==> config.mk <==
export PLATFORM = sky130hd
export DESIGN_NAME = control_sequencer
export DESIGN_NICKNAME = d
export VERILOG_FILES = /design/src/rtl/cpu_ctrl_pkg.sv /design/src/rtl/control_sequencer_microcode_rom.sv /design/src/rtl/control_sequencer.sv
export SDC_FILE = /design/constraint.sdc
export NUM_CORES = 1
export LEC_CHECK = 0
export CAP_MARGIN = 25
export CORE_AREA = 3 3 61 63
export CTS_CLUSTER_DIAMETER = 100
export DETAILED_ROUTE_END_ITERATION = 6
export DIE_AREA = 0 0 64 66
export PLACE_DENSITY = 0.83
export SLEW_MARGIN = 25
export SYNTH_ARGS = -nofsm -noshare
export SYNTH_HDL_FRONTEND = slang
export SYNTH_HIERARCHICAL = 1
export SYNTH_SLANG_ARGS = --single-unit
==> constraint.sdc <==
create_clock -name clk -period 3.43 [get_ports clk]
set_input_delay 0.343 -clock clk [delete_from_list [all_inputs] [get_ports clk]]
set_output_delay 0.343 -clock clk [all_outputs]
set_load 0.02 [all_outputs]
==> src/rtl/cpu_ctrl_pkg.sv <==
// ============================================================================
// Module   : cpu_ctrl_pkg
// Brief    : Opcodes, control-word constants and sequencer state encoding
// Revision : 1.0 - initial release
// ============================================================================
`default_nettype none

package cpu_ctrl_pkg;

  typedef enum logic [1:0] {
    ST_RESET = 2'd0,
    ST_FETCH = 2'd1,
    ST_EXEC  = 2'd2,
    ST_HALT  = 2'd3
  } seq_state_t;

  localparam logic [7:0] OP_NOP = 8'h00;
  localparam logic [7:0] OP_LDA = 8'h01;
  localparam logic [7:0] OP_LDB = 8'h02;
  localparam logic [7:0] OP_ADD = 8'h03;
  localparam logic [7:0] OP_STA = 8'h04;
  localparam logic [7:0] OP_JMP = 8'h05;
  localparam logic [7:0] OP_JZ  = 8'h06;
  localparam logic [7:0] OP_JC  = 8'h07;
  localparam logic [7:0] OP_CLR = 8'h08;
  localparam logic [7:0] OP_HLT = 8'hFF;

  // The {V,N,Z,C} flag set is packed starting at bit 0, so Z sits at bit 2.
  localparam int FLAG_V = 0;
  localparam int FLAG_N = 1;
  localparam int FLAG_Z = 2;
  localparam int FLAG_C = 3;

  localparam logic [31:0] CW_IDLE   = 32'h07FF_58F0;
  localparam logic [31:0] CW_FETCH0 = 32'h0FF7_5870;
  localparam logic [31:0] CW_FETCH1 = 32'h07FF_D8F0;
  localparam logic [31:0] CW_JMP    = 32'h07FF_5AF0;
  localparam logic [31:0] CW_OPADDR = 32'h0FFF_18F0;
  localparam logic [31:0] CW_LDA    = 32'h07F7_50F0;
  localparam logic [31:0] CW_LDB    = 32'h07F7_48F0;
  localparam logic [31:0] CW_ADD    = 32'h07FD_78F0;
  localparam logic [31:0] CW_STA    = 32'h07FB_58B0;
  localparam logic [31:0] CW_CLR    = 32'h07FF_58F8;

endpackage

`default_nettype wire

==> src/rtl/control_sequencer_microcode_rom.sv <==
// ============================================================================
// Module   : microcode_rom
// Brief    : Combinational EXEC-phase table: (opcode, step, flags) -> {last, cw}
// Revision : 1.0 - initial release
// ============================================================================
`default_nettype none

module microcode_rom
  import cpu_ctrl_pkg::*;
#(
  parameter int STEP_W = 3
) (
  input  logic [7:0]        opcode,
  input  logic [STEP_W-1:0] step,
  input  logic [3:0]        flags,
  output logic              last,
  output logic [31:0]       cw
);

  logic w_unused_flags;
  assign w_unused_flags = ^{flags[FLAG_V], flags[FLAG_N]};

  // Any step not explicitly listed ends the instruction with an idle word.
  always_comb begin
    last = 1'b1;
    cw   = CW_IDLE;
    case (opcode)
      OP_LDA, OP_LDB, OP_STA: begin
        case (int'(step))
          2: begin
            cw   = CW_OPADDR;
            last = 1'b0;
          end
          3: cw = (opcode == OP_LDA) ? CW_LDA :
                  (opcode == OP_LDB) ? CW_LDB : CW_STA;
          default: ;
        endcase
      end
      OP_ADD: begin
        case (int'(step))
          2: begin
            cw   = CW_OPADDR;
            last = 1'b0;
          end
          3: begin
            cw   = CW_LDB;
            last = 1'b0;
          end
          4: cw = CW_ADD;
          default: ;
        endcase
      end
      OP_JMP: if (int'(step) == 2) cw = CW_JMP;
      OP_JZ:  if (int'(step) == 2 && flags[FLAG_Z]) cw = CW_JMP;
      OP_JC:  if (int'(step) == 2 && flags[FLAG_C]) cw = CW_JMP;
      OP_CLR: if (int'(step) == 2) cw = CW_CLR;
      default: ;
    endcase
  end

endmodule

`default_nettype wire

==> src/rtl/control_sequencer.sv <==
// ============================================================================
// Module   : control_sequencer
// Brief    : Fetch/execute micro-step sequencer driving the CPU control word
// Revision : 1.0 - initial release
// ============================================================================
`default_nettype none

module control_sequencer
  import cpu_ctrl_pkg::*;
#(
  parameter  int MAX_STEPS = 8,
  localparam int STEP_W    = $clog2(MAX_STEPS)
) (
  input  logic              clk,
  input  logic              rst,
  input  logic              run,
  input  logic [7:0]        bus_in,
  input  logic [3:0]        flags,
  output logic [31:0]       control_word,
  output logic              ctrlen,
  output logic [STEP_W-1:0] step,
  output logic [7:0]        opcode,
  output logic              halted
);

  localparam logic [STEP_W-1:0] c_last_step = STEP_W'(MAX_STEPS - 1);

  seq_state_t        r_state;
  logic [STEP_W-1:0] r_step;
  logic [7:0]        r_opcode;
  logic              r_halted;
  logic              r_ctrlen;

  logic              w_rom_last;
  logic [31:0]       w_rom_cw;
  logic [31:0]       w_cw;

  microcode_rom #(
    .STEP_W (STEP_W)
  ) u_rom (
    .opcode (r_opcode),
    .step   (r_step),
    .flags  (flags),
    .last   (w_rom_last),
    .cw     (w_rom_cw)
  );

  always_ff @(posedge clk or negedge rst) begin
    if (!rst) begin
      r_state  <= ST_RESET;
      r_step   <= '0;
      r_opcode <= 8'h00;
      r_halted <= 1'b0;
      r_ctrlen <= 1'b0;
    end else begin
      case (r_state)
        ST_RESET: begin
          r_state  <= ST_FETCH;
          r_step   <= '0;
          r_ctrlen <= 1'b1;
        end
        ST_FETCH: begin
          if (run) begin
            if (r_step == '0) begin
              r_opcode <= bus_in;
              r_step   <= STEP_W'(1);
            end else begin
              r_step  <= STEP_W'(2);
              r_state <= ST_EXEC;
            end
          end
        end
        ST_EXEC: begin
          if (run) begin
            if (r_opcode == OP_HLT && r_step == STEP_W'(2)) begin
              r_state  <= ST_HALT;
              r_halted <= 1'b1;
            end else if (w_rom_last || r_step == c_last_step) begin
              r_state <= ST_FETCH;
              r_step  <= '0;
            end else begin
              r_step <= r_step + STEP_W'(1);
            end
          end
        end
        default: ;  // HALT holds everything until reset
      endcase
    end
  end

  // Depends only on registered state and run, so reset forces idle at once.
  always_comb begin
    w_cw = CW_IDLE;
    if (run) begin
      case (r_state)
        ST_FETCH: w_cw = (r_step == '0) ? CW_FETCH0 : CW_FETCH1;
        ST_EXEC:  w_cw = w_rom_cw;
        default:  w_cw = CW_IDLE;
      endcase
    end
  end

  assign control_word = w_cw;
  assign ctrlen       = r_ctrlen;
  assign step         = r_step;
  assign opcode       = r_opcode;
  assign halted       = r_halted;

endmodule

`default_nettype wire

==> flow_summary.toml <==
[floorplanning]
die-width_um = 64
die_area_um2 = 4220
rows = 21
start_util = 0.451
ios = 60
core_area_um2 = 3280
die_height_um = 66

[finish]
final_nets = 238
finish.instance_area_um2 = 1930
antenna_cells_inserted = 0
layout-area-overhead-vs-synth_pct = 30.0
post_route_cells_drive_above_1_share = 0.103
final-instance-count-excl-fill = 259
post-route-util = 0.586

[detailed_routing]
final_antenna_net_count = 0
drtPass1Iterations = 4
1st_iter_drt_viols = 42
drc = 0
drt_wl_total_mm = 3.21
drt-wirelength-per-cell_um = 12.4
vias_per_cell = 4.86
total_number_of_vias = 1258

[grt]
globalRouteOverflowTotal = 0
grt_max_degree = 22
antenna_found_initial = 0
groute.usage.overall = 0.162
global_route_wire_length_before_repair_mm = 5.51
number_of_global_route_vias_before_repair = 1234

[placement]
place.detailed.hpwl_mm = 2.48
place_worst_setup_slack_ns = 0.574
placed_area_um2 = 1900
placedCellCount = 255
routability_cong = 0.811
i_o_buffers = 48

[logic_synthesis]
synth-edff-count = 0
seq_area_frac_synth = 0.253
synth_top_cells_by_area = "sky130_fd_sc_hd__dfrtp_1 (25%), sky130_fd_sc_hd__buf_4 (11%), sky130_fd_sc_hd__a21o_1 (8.1%)"
syn_area_um2 = 1480
async_reset_ff_frac = 1.00
synth.distinct_cells = 41
post_synth_most_frequent_cells = "sky130_fd_sc_hd__buf_4 (22), sky130_fd_sc_hd__a21o_1 (16), sky130_fd_sc_hd__dfrtp_1 (15)"
ys_ff_latch = 15
synthesis.area_per_instance_um2 = 8.61
yosysTopAreaCellShare = 0.253
synth_top_cell_by_area = "sky130_fd_sc_hd__dfrtp_1"
synth_flop_cell = "sky130_fd_sc_hd__dfrtp_1"
post_synth_inst_count = 172
ys.warnings.count = 6
synthMostInstantiatedCell = "sky130_fd_sc_hd__buf_4"

[timing]
report.final.slew_viol_count = 0
final.period_utilization = 0.922
tightest_slew_ns = 0.644
post-route-worst-setup-slack_ns = 0.268
fin_hold_ws_ns = 0.453
fin_worst_skew_ns = 0.00247
report.final.hold_viol_count = 0
tightest_slew_margin_relative_to_the_limit = 0.569
max_clock_freq_mhz = 316
post-route-min-period_ns = 3.16
finalSetupViolations = 0
rsz0062_at_grt = "no"
totalNegativeSetupSlack_ns = 0

[worst_hold_path]
worstHoldPathType = "in2async"

[pwr]
leakagePower_nw = 0.887
power.combinational.fraction = 0.704
sequentialPowerShare = 0.233
power_frac_clock = 0.062
power_mw = 1.56
netSwitchingPower_mw = 0.738
swShare = 0.474
power.ir.vdd_worst_mv = 0.430
p_int_mw = 0.819
power.density_cell_area_nw_per_um2 = 809

[cts]
tritoncts_clock_tree = "built"
post_cts_hold_buffer_count = 0
worst_skew_pair_latency_ns = 0.28
max-clock-path-buffers = 2
cts-buffers-inserted = 3
cts_htree_levels = 1
post_cts.resized_instances = 0
cts_sinks = 15
cts_root_buffer = "sky130_fd_sc_hd__clkbuf_4"
cts.clk_slew.worst_paths_ns = 0.08
post_cts.repair.setup_buffers = 0

[worst_setup_path]
path_max_fanout = 4
critPathLaunch = "opcode[5]"
regToRegStartpoint = "opcode[5]"
end_kind = "output pin"
worst-setup-path-type = "reg2out"
critical-path-max-stage-delay_ns = 0.61
worst_ep_arrival_time_ns = 2.82
critical_path.cell_chain = "or4_4, or3_4, a2111oi_0, and3_1, clkdlybuf4s50_1"
required_ns = 3.09
crit_path_start_kind = "flip-flop"
worst_path_max_delay_cell = "sky130_fd_sc_hd__clkdlybuf4s50_1"

[status]
run_status = "completed"

[run]
drv.max_cap_violation_count = 0
[power groups by stage]
stage	registers [mW]	logic, mW	clock network, mW
finish	0.363	1.10	0.0972
floorplan	0.400	0.650	0
CTS	0.362	1.11	0.101
detailed placement	0.366	1.10	0
global route	0.383	1.20	0.109
global placement	0.359	1.08	0
[cell usage in the layout (no fill, tap or decap), types with 4 or more instances in the layout]
master / netlist / final
sky130_fd_sc_hd__inv_1: 10 / 10
sky130_fd_sc_hd__conb_1: 2 / 21
sky130_fd_sc_hd__a21o_1: 16 / 16
sky130_fd_sc_hd__and3_1: 14 / 14
sky130_fd_sc_hd__mux2_2: 8 / 8
sky130_fd_sc_hd__ha_1: 9 / 9
sky130_fd_sc_hd__nand2_1: 13 / 13
sky130_fd_sc_hd__dfrtp_1: 15 / 15
sky130_fd_sc_hd__clkdlybuf4s50_1: 0 / 48
sky130_fd_sc_hd__nand4_1: 4 / 4
sky130_fd_sc_hd__nor2_1: 5 / 5
[final timing paths]
kind / endpoint / slack, ns / depth (start not counted)
hold / removal: opcode[4] / 0.45 / 1
max in group asynchronous: halted / 2.56 / 1
setup reg to reg: r_state[1] / 0.81 / 6
hold reg to reg: ctrlen / 0.48 / 1
min in group clk: ctrlen / 0.48 / 1
setup / recovery: control_word[9] / 0.27 / 5
[sequential cells by signal (all words and copies together), names as in the netlist]
name and count:
step 3, r_state 2, halted 1, ctrlen 1, opcode 8
[final cells by class]
class                      count  area (µm²)
clock buffer                   4        26.3
fill                         317        1360
inverter                      10        37.5
tap                           46        57.6
sequential                    15         375
multi-input combinational    134         933
timing repair buffer          50         495
[metal layers]
metal | vias to the layer above | wire (µm) | GRT usage
li1 | 644 | - | -
met1 | 560 | 1480 | 0.199
met2 | 48 | 1440 | 0.272
met3 | 6 | 241 | 0.0272
met4 | 0 | 53 | 0.0782
met5 | - | 0 | 0
[logic make-up after synthesis]
| group | after synthesis | share of synthesized area |
|---|---|---|
| and+or+nand+nor | 59 | 0.235 |
| buffers and inverters | 42 | 0.165 |
| AOI/OAI and AO/OA | 31 | 0.158 |
| DFF | 15 | 0.253 |
| muxes | 13 | 0.102 |
| adders and majority gates | 9 | 0.0760 |
| other | 2 | 0.00507 |
| xor gates and xnor gates | 1 | 0.00591 |
[worst max-delay path: cells and delay by family, from the launching register on]
kind / cells / cell delay [ns]
simple gates: 3 / 1.17
flops: 1 / 0.41
buf+inv: 1 / 0.61
compound gates: 1 / 0.34
Power figures use the tool's default switching activity.
